===== src/rtl/execute_muldiv_if.sv =====
// Handshake and operand bus between decode, the multi-cycle execute unit and the memory stage.
// The master side presents ops and consumes results; the unit itself is the slave.
interface execute_muldiv_if #(
   parameter int WIDTH = 16,
   parameter int NFWD  = 4,
   parameter int SELW  = 3
);
   logic                  in_valid;
   logic                  in_ready;
   logic [1:0]            op;
   logic [WIDTH-1:0]      inA;
   logic [WIDTH-1:0]      inB;
   logic [SELW-1:0]       fwSelA;
   logic [SELW-1:0]       fwSelB;
   logic [NFWD*WIDTH-1:0] fwData;
   logic                  flush;
   logic                  out_valid;
   logic                  out_ready;
   logic [WIDTH-1:0]      out_data;
   logic                  out_dz;
   logic                  stall;

   modport master (
      output in_valid, op, inA, inB, fwSelA, fwSelB, fwData, flush, out_ready,
      input  in_ready, out_valid, out_data, out_dz, stall
   );

   modport slave (
      input  in_valid, op, inA, inB, fwSelA, fwSelB, fwData, flush, out_ready,
      output in_ready, out_valid, out_data, out_dz, stall
   );
endinterface


===== src/rtl/execute_muldiv.sv =====
// Iterative unsigned multiply/divide unit beside the execute-stage ALU.
// One bit per cycle; the result is held until the memory stage takes it.
module execute_muldiv #(
   parameter int WIDTH = 16,
   parameter int NFWD  = 4,
   parameter int SELW  = 3
) (
   input logic             clk,
   input logic             rst_n,
   execute_muldiv_if.slave bus
);
   localparam int CW = $clog2(WIDTH + 1);

   typedef enum logic [1:0] {IDLE, MUL, DIV, DONE} state_e;
   typedef enum logic [1:0] {OP_MULLO, OP_MULHI, OP_DIV, OP_REM} op_e;

   state_e             state_q, state_d;
   op_e                op_q, op_d;
   logic [CW-1:0]      cnt_q, cnt_d, cnt_inc;
   logic [2*WIDTH-1:0] prod_q, prod_d, mul_next;
   logic [WIDTH:0]     mul_sum;
   logic [WIDTH-1:0]   opb_q, opb_d;
   logic [WIDTH:0]     rem_q, rem_d, div_diff, rem_next;
   logic [WIDTH+1:0]   div_full;
   logic               div_fits;
   logic [WIDTH-1:0]   quo_q, quo_d, quo_next;
   logic [WIDTH-1:0]   res_q, res_d;
   logic               dz_q, dz_d;
   logic [WIDTH-1:0]   sel_a, sel_b;
   logic               last;

   // Select 0 and anything above NFWD fall back to the register-file operand.
   function automatic logic [WIDTH-1:0] fwd_pick(input logic [SELW-1:0]       sel,
                                                 input logic [WIDTH-1:0]      rf,
                                                 input logic [NFWD*WIDTH-1:0] fw);
      fwd_pick = rf;
      for (int k = 1; k <= NFWD; k++) begin
         if (sel == SELW'(k)) fwd_pick = fw[(k-1)*WIDTH +: WIDTH];
      end
   endfunction

   assign sel_a = fwd_pick(bus.fwSelA, bus.inA, bus.fwData);
   assign sel_b = fwd_pick(bus.fwSelB, bus.inB, bus.fwData);

   assign cnt_inc = cnt_q + CW'(1);
   assign last    = (cnt_inc == CW'(WIDTH));

   // Shift-add: multiplier sits in the low half and is consumed LSB first.
   assign mul_sum  = {1'b0, prod_q[2*WIDTH-1:WIDTH]} + (prod_q[0] ? {1'b0, opb_q} : '0);
   assign mul_next = {mul_sum, prod_q[WIDTH-1:1]};

   // Restoring division: dividend bits shift out of quo_q into the remainder.
   assign div_full = {rem_q, quo_q[WIDTH-1]};
   assign div_fits = (div_full >= {2'b00, opb_q});
   assign div_diff = div_full[WIDTH:0] - {1'b0, opb_q};
   assign rem_next = div_fits ? div_diff : div_full[WIDTH:0];
   assign quo_next = {quo_q[WIDTH-2:0], div_fits};

   assign bus.in_ready  = (state_q == IDLE);
   assign bus.out_valid = (state_q == DONE);
   assign bus.stall     = (state_q != IDLE);
   assign bus.out_data  = res_q;
   assign bus.out_dz    = dz_q;

   always_comb begin
      // NOTE: every variable gets a default first so no path can infer a latch.
      state_d = state_q;
      op_d    = op_q;
      cnt_d   = cnt_q;
      prod_d  = prod_q;
      opb_d   = opb_q;
      rem_d   = rem_q;
      quo_d   = quo_q;
      res_d   = res_q;
      dz_d    = dz_q;

      if (bus.flush) begin
         state_d = IDLE;
         cnt_d   = '0;
         res_d   = '0;
         dz_d    = 1'b0;
      end else begin
         unique case (state_q)
            IDLE: if (bus.in_valid) begin
               op_d   = op_e'(bus.op);
               cnt_d  = '0;
               prod_d = {{WIDTH{1'b0}}, sel_b};
               quo_d  = sel_a;
               rem_d  = '0;
               opb_d  = bus.op[1] ? sel_b : sel_a;
               if (!bus.op[1]) begin
                  state_d = MUL;
               end else if (sel_b == '0) begin
                  state_d = DONE;
                  dz_d    = 1'b1;
                  res_d   = (op_e'(bus.op) == OP_DIV) ? '1 : sel_a;
               end else begin
                  state_d = DIV;
               end
            end
            MUL: begin
               prod_d = mul_next;
               cnt_d  = cnt_inc;
               if (last) begin
                  state_d = DONE;
                  res_d   = (op_q == OP_MULHI) ? mul_next[2*WIDTH-1:WIDTH] : mul_next[WIDTH-1:0];
               end
            end
            DIV: begin
               rem_d = rem_next;
               quo_d = quo_next;
               cnt_d = cnt_inc;
               if (last) begin
                  state_d = DONE;
                  res_d   = (op_q == OP_REM) ? rem_next[WIDTH-1:0] : quo_next;
               end
            end
            DONE: if (bus.out_ready) begin
               state_d = IDLE;
               res_d   = '0;
               dz_d    = 1'b0;
            end
            default: state_d = IDLE;
         endcase
      end
   end

   // NOTE: sequential state uses non-blocking assignments; the datapath is small, so it is reset too.
   always_ff @(posedge clk or negedge rst_n) begin
      if (!rst_n) begin
         state_q <= IDLE;
         op_q    <= OP_MULLO;
         cnt_q   <= '0;
         prod_q  <= '0;
         opb_q   <= '0;
         rem_q   <= '0;
         quo_q   <= '0;
         res_q   <= '0;
         dz_q    <= 1'b0;
      end else begin
         state_q <= state_d;
         op_q    <= op_d;
         cnt_q   <= cnt_d;
         prod_q  <= prod_d;
         opb_q   <= opb_d;
         rem_q   <= rem_d;
         quo_q   <= quo_d;
         res_q   <= res_d;
         dz_q    <= dz_d;
      end
   end
endmodule

===== src/flat_wrapper.sv =====
// flat-port wrapper written by rule: the top's interface ports become plain ports
module execute_muldiv_flat 
#(
   parameter int WIDTH = 16,
   parameter int NFWD  = 4,
   parameter int SELW  = 3
)
  (clk, rst_n, bus_in_valid, bus_op, bus_inA, bus_inB, bus_fwSelA, bus_fwSelB, bus_fwData, bus_flush, bus_out_ready, bus_in_ready, bus_out_valid, bus_out_data, bus_out_dz, bus_stall);
  execute_muldiv_if #(.WIDTH(WIDTH), .NFWD(NFWD), .SELW(SELW)) bus_i ();
  input logic clk;
  input logic rst_n;
  input wire logic [$bits(bus_i.in_valid)-1:0] bus_in_valid;
  input wire logic [$bits(bus_i.op)-1:0] bus_op;
  input wire logic [$bits(bus_i.inA)-1:0] bus_inA;
  input wire logic [$bits(bus_i.inB)-1:0] bus_inB;
  input wire logic [$bits(bus_i.fwSelA)-1:0] bus_fwSelA;
  input wire logic [$bits(bus_i.fwSelB)-1:0] bus_fwSelB;
  input wire logic [$bits(bus_i.fwData)-1:0] bus_fwData;
  input wire logic [$bits(bus_i.flush)-1:0] bus_flush;
  input wire logic [$bits(bus_i.out_ready)-1:0] bus_out_ready;
  output wire logic [$bits(bus_i.in_ready)-1:0] bus_in_ready;
  output wire logic [$bits(bus_i.out_valid)-1:0] bus_out_valid;
  output wire logic [$bits(bus_i.out_data)-1:0] bus_out_data;
  output wire logic [$bits(bus_i.out_dz)-1:0] bus_out_dz;
  output wire logic [$bits(bus_i.stall)-1:0] bus_stall;
  assign bus_i.in_valid = bus_in_valid;
  assign bus_i.op = bus_op;
  assign bus_i.inA = bus_inA;
  assign bus_i.inB = bus_inB;
  assign bus_i.fwSelA = bus_fwSelA;
  assign bus_i.fwSelB = bus_fwSelB;
  assign bus_i.fwData = bus_fwData;
  assign bus_i.flush = bus_flush;
  assign bus_i.out_ready = bus_out_ready;
  assign bus_in_ready = bus_i.in_ready;
  assign bus_out_valid = bus_i.out_valid;
  assign bus_out_data = bus_i.out_data;
  assign bus_out_dz = bus_i.out_dz;
  assign bus_stall = bus_i.stall;
  execute_muldiv #(.WIDTH(WIDTH), .NFWD(NFWD), .SELW(SELW)) u_core (.clk(clk), .rst_n(rst_n), .bus(bus_i));
endmodule

===== config.mk =====
export PLATFORM = sky130hd
export DESIGN_NAME = execute_muldiv_flat
export DESIGN_NICKNAME = d
export VERILOG_FILES = /design/src/rtl/execute_muldiv_if.sv /design/src/rtl/execute_muldiv.sv /design/src/flat_wrapper.sv
export SDC_FILE = /design/constraint.sdc
export NUM_CORES = 1
export LEC_CHECK = 0
export CORE_MARGIN = 5
export CORE_UTILIZATION = 52
export CTS_BUF_LIST = sky130_fd_sc_hd__clkbuf_16
export CTS_CLUSTER_DIAMETER = 100
export DETAILED_ROUTE_END_ITERATION = 10
export MAX_ROUTING_LAYER = met4
export PLACE_DENSITY = 0.81
export SYNTH_ARGS = -nofsm -noshare
export SYNTH_HDL_FRONTEND = slang
export SYNTH_SLANG_ARGS = --single-unit

===== constraint.sdc =====
create_clock -name clk -period 5.7 [get_ports clk]
set_input_delay 0.855 -clock clk [delete_from_list [all_inputs] [get_ports clk]]
set_output_delay 0.855 -clock clk [all_outputs]
set_load 0.01 [all_outputs]

* After elaboration in Yosys (flattened, before gate mapping)
Index checks and enable logic that the tools add are counted.
** Storage, ports and cells
- Register bits after elaboration :: 107
- Word-level logic and storage cells :: 96
** Cells by class
- Add/sub/neg operators :: 3
- Magnitude comparators :: 1
- Eq/ne operators :: 23
- Muxes and demuxes :: 44
- Bitwise logic cells :: 1
- Reduce and logical (&&, ||, !) cells :: 15
** Operators by type and width (number)
- 16-bit 2-to-1 mux :: 21
- 16-bit case mux with 4 select lines :: 1
- 32-bit case mux with 2 select lines :: 1
- 17-bit 2-to-1 mux :: 2
- 17-bit case mux with 2 select lines :: 1
- 32-bit 2-to-1 mux :: 1
- 16-bit case mux with 2 select lines :: 1
- 18-bit by 16-bit greater-or-equal comparator with 1-bit output :: 1
- 16-bit by 17-bit adder with 17-bit output :: 1
- 17-bit by 16-bit subtractor with 17-bit output :: 1
- 16-bit logical NOT :: 1
- 3-bit by 2-bit == test with 1-bit output, second input constant :: 4
- 3-bit AND reduction :: 4
- 2-bit 2-to-1 mux :: 5
- 5-bit 2-to-1 mux :: 2
- 5-bit case mux with 2 select lines :: 1
- 3-bit by 2-bit != test with 1-bit output, second input constant :: 3
- 3-bit != test, second input constant :: 3
- 2-bit == test, second input constant :: 4
- 3-bit by 1-bit == test with 1-bit output, second input constant :: 2
- 3-bit == test, second input constant :: 2
- 1-bit 2-to-1 mux :: 6
- 2-bit case mux with 3 select lines :: 1
- 6-bit AND reduction :: 1
- 13 further kinds :: 17

* Longest topological paths before layout
Gate-level depths: netlist of the first run.
- Depth after elaboration :: 11
- Gate-level depth with buffers :: 15
- Mapped depth without buffers :: 13

* Worst setup path after synthesis of the first run
Ideal clock, no wire load.
- Kind :: input-to-reg
- Start :: input port bus_fwSelB[1]
- End :: register u_core.res_q[10], in the netlist u_core.bus.out_data[10]
- Arrival time :: 3.135 ns
- Data required time :: 5.578 ns
- Slack :: 2.444 ns
- Stages :: 13
- Path buffers :: 4
- Path through :: buf_6 > buf_6 > o21a_1 > a211oi_1 > o21ai_1 > or4_1 > nor4b_2 > and3_1 > nand2_1 > a21bo_1 > buf_6 > buf_6 > a32o_1
** Between the ends
- Longest elaborated chain between the ends :: 8
- Elaborated cells on any way between the ends :: 11
- Those cells by class :: 5 x eq/ne; 4 x mux; 2 x reduce/logical
** RTL lines
- from (decl) :: RTL line flat_wrapper.sv:17 : input wire logic [$bits(bus_i.fwSelB)-1:0] bus_fwSelB;
- 3-bit by 1-bit == test with 1-bit output :: RTL line execute_muldiv.sv:38 : if (sel == SELW'(k)) fwd_pick = fw[(k-1)*WIDTH +: WIDTH];
- 16-bit 2-to-1 mux (3 in a row) :: RTL line execute_muldiv.sv:38
- 16-bit 2-to-1 mux (*) :: RTL line execute_muldiv.sv:38
- 16-bit logical NOT (*) :: RTL line execute_muldiv.sv:93 : end else if (sel_b == '0) begin
- 3-bit by 2-bit != test with 1-bit output (no source line) (*)
- 6-bit AND reduction (no source line) (*)
- to (signal assigned) :: RTL line execute_muldiv.sv:148 : res_q <= res_d;
- to (decl) :: RTL line execute_muldiv.sv:27 : logic [WIDTH-1:0] res_q, res_d;
Mark *: on every way between the ends. The rest lies on a longest branch, timed or not.
A chain may end at the register's enable or synchronous reset.

* Worst setup path in the final report of the first run
- Start :: input port bus_fwSelB[0]
- End :: register u_core.res_q[9], in the netlist u_core.bus.out_data[9]
The elaborated chain is that of the path after synthesis.

==> flow_summary_export.csv, run 1 <==
group,metric,value,unit
pwr,p_sw_share,47.9,%
pwr,powerDensity,493,nW/um^2
logic_synthesis,synth_ff_type,"sky130_fd_sc_hd__dfrtp_1",
pwr,power.share.clock,13.2,%
pwr,seqPwrFrac,27.4,%
pwr,fin_total_pwr,5080,uW
critical_path,timing.critical_path.from,"bus_fwSelB[0]",
critical_path,timing.rr.end,"u_core.quo_q[9]",
logic_synthesis,synth_top_cells_by_area,"sky130_fd_sc_hd__dfrtp_1 (31%), sky130_fd_sc_hd__o21ai_0 (7.8%), sky130_fd_sc_hd__a21oi_1 (5.5%), sky130_fd_sc_hd__ha_1 (5.5%), sky130_fd_sc_hd__nand2_1 (4.9%)",
logic_synthesis,postSynthNetCount,1235,
global_routing,grt_first_pass_wirelength,44.2,mm
global_routing,grt_antenna_before_repair,0,
floorplanning,core_region_area,16500,um^2
pwr,comb_pwr_share,59.5,%
floorplanning,rows,47,
sta,period_minus_slack,4.39,ns
global_routing,grt-busiest-layer,"met2",
pwr,leakage,0.00452,uW
clocking,cts_buffers,9,
finish,layout_commonest_cell,"sky130_fd_sc_hd__o21ai_0",
logic_synthesis,synth_edf_count,0,
clocking,clockBufferDepth,2,
routing,drt_first_iter_violations,866,
sta,worst_pin_slew,1.18,ns
logic_synthesis,post_synth_mux_area_share,8.38,%
clocking,cts_root_buf,"sky130_fd_sc_hd__clkbuf_16",
pwr,switching_power,2430,uW
pwr,power_report.internal_total,2640,uW
routing,final_antenna_net_count,0,
logic_synthesis,synth_xor_xnor_area_share,2.23,%
critical_path,depth_of_the_most_critical_reg_to_reg_path,9,
sta,max_freq,0.228,GHz
logic_synthesis,synth-seq-area-share,31.0,%
logic_synthesis,synth-simple-area-share,18.2,%
logic_synthesis,syn-instance-count,1086,
logic_synthesis,synth_fa_ha_area_share,5.96,%
logic_synthesis,synthesized_area_fraction_occupied_by_ao_oa_aoi_and_oai_cells,28.5,%
routing,wirelength,28.0,mm
critical_path,reg2reg_from,"u_core.state_q[0]",
logic_synthesis,asyncSetResetFlopFracSynth,100,%
clocking,post_cts_buffers,0,
critical_path,worst-setup-path-type,"in2reg",
logic_synthesis,netlist_area,8640,um^2
min_path,worst_hold_class,"reg2reg",
outcome,status,"completed",
floorplanning,pin_count,129,
critical_path,r2r_setup_slack,1.69,ns
finish,antennaDiodeCount,0,
routing,post_drt_via_cell_ratio,6.26,
clocking,cts_repair_resize_count,0,
floorplanning,design.die.area,19300,um^2
min_path,timing.hold.worst_path_depth,1,
finish,final.fill_count,1464,
critical_path,crit_required,5.95,ns
sta,worst_clock_skew,0.0117,ns
finish,syn2layout_area_growth,19.1,%
clocking,cts_sinks,107,
global_routing,grt_util_met1,38.0,%
sta,final_max_slew_viol_count,0,
routing,post_drt_wl_per_cell,20.2,um
placement,hpwl,21.7,mm
critical_path,worstPathMaxFanout,18,
sta,slew_headroom,20.9,%
critical_path,start_kind,"input pin",
clocking,worst_skew_pair.late_latency,0.36,ns
floorplanning,die_width,139,um
logic_synthesis,postSynthRegisterBits,107,
critical_path,cp-endpoint,"u_core.bus.out_data[9]",
clocking,worst_setup_hold_path_clk_slew,0.08,ns
routing,detailedRoute.firstPassIterationCount,5,
logic_synthesis,synthDistinctLibCells,68,
logic_synthesis,synthesis.yosys.warnings,0,
sta,rsz0062_at_grt,"false",
placement,routabilityCongestion,1.06,
global_routing,number_of_global_route_vias_before_repair,8261,
sta,report.final.hold_viol_count,0,
critical_path,worstPathArrival,4.64,ns
logic_synthesis,syn_avg_cell_area,7.96,um^2
global_routing,grt_max_degree,55,
logic_synthesis,synth_largest_type_area_fraction,31.0,%
sta,setup_viol,0,
floorplanning,floorplan.initialDensity,52.5,%
pwr,irDropWorstVdd,0.463,mV
global_routing,global_route.usage.met3,4.14,%
critical_path,end_kind,"flip-flop",
routing,vias,8710,
finish,net_count_final,1315,
global_routing,met2_usage,45.6,%
placement,portBuffers,128,
finish,final_layout_size_suffix_gt1_share,6.15,%
global_routing,groute.usage.overall,29.0,%
sta,fin_setup_tns,0,ns
clocking,postCtsHoldBufs,0,
routing,route.detailed.drc,0,
logic_synthesis,synth_top_family_by_area,"compound AO/OA/AOI/OAI gates",
logic_synthesis,synth.largest_area_cell,"sky130_fd_sc_hd__dfrtp_1",
global_routing,globalRoute.totalOverflow,0,
clocking,cts-htree-levels,3,
finish,mostFrequentLayoutCells,"sky130_fd_sc_hd__o21ai_0 (135), sky130_fd_sc_hd__clkdlybuf4s50_1 (127), sky130_fd_sc_hd__nand2_1 (112), sky130_fd_sc_hd__dfrtp_1 (107), sky130_fd_sc_hd__a21oi_1 (95)",
sta,post-route-period-util,77.1,%
flow_run,drv_cap,0,
floorplanning,die-height,139,um
clocking,clock_tree_from_tritoncts,"done",
## stage by stage
step	instance area [um^2]	hold WS [ns]	setup WS [ns]	util, %	cells
4_1_cts	10300	0.505	1.37	62.5	1391
6_report	10300	0.509	1.31	62.5	1391
5_1_grt	10300	0.521	1.09	62.5	1391
3_5_place_dp	9990	0.486	0.997	60.6	1375
2_1_floorplan	8640	0.463	2.44	-	1086
3_3_place_gp	9990	0.482	1.03	60.6	1375
## worst min-delay path by stage
| stage | to | slack, ns | from |
|---|---|---|---|
| after floorplan | u_core.opb_q[10] | 0.46 | u_core.opb_q[10] |
| after global placement | u_core.bus.out_data[0] | 0.48 | u_core.bus.out_data[0] |
| after detailed placement | u_core.bus.out_data[0] | 0.49 | u_core.bus.out_data[0] |
| after CTS | u_core.bus.out_data[0] | 0.51 | u_core.bus.out_data[0] |
| after global routing | u_core.bus.out_data[0] | 0.52 | u_core.bus.out_data[0] |
| final | u_core.bus.out_data[0] | 0.51 | u_core.bus.out_data[0] |
## worst max-delay path, cell delays in order
cell	delay (ns)
sky130_fd_sc_hd__clkdlybuf4s50_1	0.79
sky130_fd_sc_hd__nor3b_4	0.73
sky130_fd_sc_hd__a2bb2oi_1	0.23
sky130_fd_sc_hd__or4_1	0.58
sky130_fd_sc_hd__nor4b_2	0.22
sky130_fd_sc_hd__and3_1	0.30
sky130_fd_sc_hd__nand2_1	0.10
sky130_fd_sc_hd__a21bo_1	0.42
sky130_fd_sc_hd__mux2_1	0.39
## registers in the layout, summed over array words and instances, names as in the netlist
| signal | count |
|---|---|
| u_core.prod_q | 32 |
| u_core.rem_q | 17 |
| u_core.bus.out_data | 16 |
| u_core.opb_q | 16 |
| u_core.quo_q | 16 |
| u_core.cnt_q | 5 |
| u_core.op_q | 2 |
| u_core.state_q | 2 |
| u_core.bus.out_dz | 1 |
## metal layers
| layer | vias to the layer above | share of wire [%] |
|---|---|---|
| met2 | 465 | 46 |
| met5 | - | 0 |
| met1 | 4055 | 42 |
| met3 | 86 | 7.5 |
| li1 | 4104 | - |
| met4 | 0 | 4.0 |
## Yosys cell counts (10+ instances only)
cell	instances
sky130_fd_sc_hd__xnor2_1	15
sky130_fd_sc_hd__mux2_2	29
sky130_fd_sc_hd__o21ai_0	135
sky130_fd_sc_hd__o22ai_1	13
sky130_fd_sc_hd__a21o_1	21
sky130_fd_sc_hd__inv_1	39
sky130_fd_sc_hd__and2_1	18
sky130_fd_sc_hd__a21oi_1	95
sky130_fd_sc_hd__a211oi_1	15
sky130_fd_sc_hd__nand3_1	45
sky130_fd_sc_hd__a221oi_1	21
sky130_fd_sc_hd__nor2b_1	23
sky130_fd_sc_hd__a22oi_1	12
sky130_fd_sc_hd__nor3_1	10
sky130_fd_sc_hd__mux2i_1	36
sky130_fd_sc_hd__nor2_1	94
sky130_fd_sc_hd__ha_1	38
sky130_fd_sc_hd__nand2b_1	11
sky130_fd_sc_hd__dfrtp_1	107
sky130_fd_sc_hd__clkbuf_1	59
sky130_fd_sc_hd__nand2_1	113
sky130_fd_sc_hd__o21a_1	16
sky130_fd_sc_hd__a32o_1	12
## logic make-up after synthesis
logic type               after synthesis
AO/OA/AOI/OAI                        393
XOR/XNOR                              22
adder cells (fa/ha/maj)               40
buffers and inverters                116
flip-flops                           107
multiplexers                          68
AND/OR/NAND/NOR                      340
## cell type report
cell class / instances / area (um^2) / share of cell area [%]
clock buffer: 9 / 225 / 2.19
inverter: 41 / 154 / 1.50
multi-input combinational: 863 / 5480 / 53.3
tap: 220 / 275 / 2.67
clock inverter: 7 / 80.1 / 0.778
sequential: 107 / 2680 / 26.0
timing repair buffer: 144 / 1400 / 13.6
## power by group through the flow
stage	clock network [uW]	registers, uW	logic, uW
floorplan	0	1280	2130
global placement	0	1370	2870
detailed placement	0	1390	2950
CTS	672	1370	2960
global route	702	1420	3280
finish	668	1390	3020
Power figures use the tool's default switching activity.
==> run 2: changes to the inputs <==
==> constraint.sdc (replaced) <==
create_clock -name clk -period 4.4 [get_ports clk]
set_input_delay 0.66 -clock clk [delete_from_list [all_inputs] [get_ports clk]]
set_output_delay 0.66 -clock clk [all_outputs]
set_load 0.01 [all_outputs]
==> run 2 against run 1 <==
Compared with the run above:
- combinational power grew 30%
- worst hold slack worse by 0.20 ns
- register-to-register slack lost 0.94 ns
- global-route usage is 0.30 points higher
- largest cell class unchanged
- cell count is 0.93% higher
- power up 29%
- sequential share of layout area down 0.21 points
- clock power rose by 24%
==> flow_summary_export.csv, run 2 (synthesis results as in run 1) <==
group,metric,value,unit
routing,detailedRoute.firstPassIterationCount,6,
pwr,powerDensity,630,nW/um^2
finish,largest-register,"u_core.prod_q",
routing,route.detailed.drc,0,
clocking,cts_repair_resize_count,0,
sta,fin_setup_tns,0,ns
clocking,post_cts_buffers,0,
finish,final_cell_area,10400,um^2
finish,final.fill_count,1436,
clocking,clockBufferDepth,2,
critical_path,timing.critical_path.cells,"clkdlybuf4s50_1 > buf_4 > mux2_2 > o22ai_1 > o21ai_0 > or4_1 > nor4b_2 > and3_1 > nand2_1 > a21bo_1 > mux2_1",
global_routing,grt_max_degree,57,
finish,multi_input_comb_area,5480,um^2
critical_path,worstPathArrival,4.00,ns
min_path,worst_hold_class,"in2async",
sta,post-route-period-util,85.4,%
critical_path,crit_required,4.64,ns
floorplanning,pin_count,129,
placement,placedInstanceArea,10100,um^2
placement,routabilityCongestion,1.02,
critical_path,timing.rr.end,"u_core.bus.out_data[3]",
finish,antennaDiodeCount,0,
finish,net_count_final,1328,
global_routing,groute.usage.overall,29.2,%
pwr,leakage,0.00457,uW
global_routing,number_of_global_route_vias_before_repair,8512,
critical_path,depth_of_the_most_critical_reg_to_reg_path,13,
sta,rsz0062_at_grt,"false",
critical_path,worst-setup-path-type,"in2reg",
routing,post_drt_wl_per_cell,19.8,um
flow_run,drv_cap,0,
clocking,cts-htree-levels,3,
floorplanning,floorplan.initialDensity,52.5,%
floorplanning,die-height,139,um
pwr,irDropWorstVdd,0.662,mV
sta,report.final.hold_viol_count,0,
sta,final_max_slew_viol_count,0,
floorplanning,core_region_area,16500,um^2
critical_path,reg2reg_from,"u_core.quo_q[15]",
global_routing,grt_first_pass_wirelength,45.0,mm
sta,worst_clock_skew,0.00592,ns
critical_path,cpMaxStageDelayCell,"sky130_fd_sc_hd__or4_1",
floorplanning,design.die.area,19300,um^2
clocking,worst_setup_hold_path_clk_slew,0.07,ns
global_routing,globalRoute.totalOverflow,0,
critical_path,critical-path-max-stage-delay,0.54,ns
finish,regArea,2680,um^2
sta,setup_viol,0,
finish,mostFrequentLayoutCells,"sky130_fd_sc_hd__o21ai_0 (135), sky130_fd_sc_hd__clkdlybuf4s50_1 (127), sky130_fd_sc_hd__nand2_1 (112), sky130_fd_sc_hd__dfrtp_1 (107), sky130_fd_sc_hd__a21oi_1 (95)",
routing,post_drt_via_cell_ratio,6.26,
clocking,cts_sinks,107,
critical_path,start_kind,"input pin",
global_routing,grt_antenna_before_repair,0,
routing,vias,8789,
placement,portBuffers,128,
placement,hpwl,21.7,mm
finish,largestRegisters,"u_core.prod_q (32), u_core.rem_q (17)",
clocking,postCtsHoldBufs,0,
finish,largest_reg_flops,32,
clocking,cts_buffers,9,
sta,worst_pin_slew,0.793,ns
routing,wirelength,27.8,mm
finish,layout_commonest_cell,"sky130_fd_sc_hd__o21ai_0",
sta,slew_headroom,46.9,%
finish,final_layout_size_suffix_gt1_share,7.18,%
floorplanning,rows,47,
clocking,cts_root_buf,"sky130_fd_sc_hd__clkbuf_16",
critical_path,worstPathMaxFanout,16,
finish,syn2layout_area_growth,20.0,%
sta,period_minus_slack,3.76,ns
clocking,clock_tree_from_tritoncts,"done",
floorplanning,die_width,139,um
outcome,status,"completed",
critical_path,end_kind,"flip-flop",
routing,drt_first_iter_violations,988,
critical_path,r2r_setup_slack,0.75,ns
clocking,worst_skew_pair.late_latency,0.36,ns
routing,final_antenna_net_count,0,
critical_path,cp.buffers_inverters,2,
sta,max_freq,0.266,GHz
critical_path,cpLargestDelayFamily,"simple AND/OR/NAND/NOR gates",
## run 2: changes by cell type in the layout (fill, tap and decap cells not counted)
cell	before	now
sky130_fd_sc_hd__inv_8	1	0
sky130_fd_sc_hd__clkinv_4	1	0
sky130_fd_sc_hd__buf_4	17	30
sky130_fd_sc_hd__clkinv_2	0	2
sky130_fd_sc_hd__inv_6	3	1
sky130_fd_sc_hd__clkinvlp_4	0	2
## run 2: cell type report
| type | count | share of cell area [%] |
|---|---|---|
| repair buffers | 157 | 14.4 |
| multi-input cells | 863 | 52.8 |
| clock inverters | 7 | 0.651 |
| flip-flops and latches | 107 | 25.8 |
| inverters | 41 | 1.48 |
| well taps | 220 | 2.65 |
| clock buffers | 9 | 2.17 |
## run 2: stage by stage
| step | utilization, % | cells | total power (uW) | hold slack [ns] | setup slack (ns) |
|---|---|---|---|---|---|
| final | 63.0 | 1404 | 6540 | 0.304 | 0.643 |
| after global routing | 63.0 | 1404 | 7010 | 0.359 | 0.444 |
| after CTS | 63.0 | 1404 | 6470 | 0.320 | 0.676 |
| after detailed placement | 61.2 | 1388 | 5620 | 0.489 | 0.306 |
| after global placement | 61.2 | 1388 | 5530 | 0.480 | 0.369 |
| after floorplan | - | 1086 | 4420 | 0.364 | 1.25 |
## run 2: how the worst max path moves through the flow
stage / start / endpoint / depth (start not counted)
5_1_grt: bus_fwSelB[1] / u_core.bus.out_data[0] / 11
3_5_place_dp: bus_fwSelB[1] / u_core.bus.out_data[9] / 11
4_1_cts: bus_fwSelB[1] / u_core.bus.out_data[9] / 11
2_1_floorplan: u_core.quo_q[15] / u_core.bus.out_data[3] / 13
6_report: bus_fwSelB[1] / u_core.bus.out_data[9] / 11
3_3_place_gp: bus_fwSelB[1] / u_core.bus.out_data[0] / 11
## run 2: layer usage
layer | share of wire [%] | GRT usage (%) | vias to the layer above
met4 | 3.0 | 9.47 | 0
met1 | 42 | 38.4 | 4137
met5 | 0 | - | -
li1 | - | - | 4133
met2 | 47 | 47.1 | 453
met3 | 7.5 | 3.86 | 66
## run 2: report_power, final
group	leakage [uW]	switching (uW)	total (uW)	internal, uW
clock	0.000139	385	825	440
combinational	0.00302	2330	3930	1600
sequential	0.00140	393	1780	1390
total	0.00457	3110	6540	3430
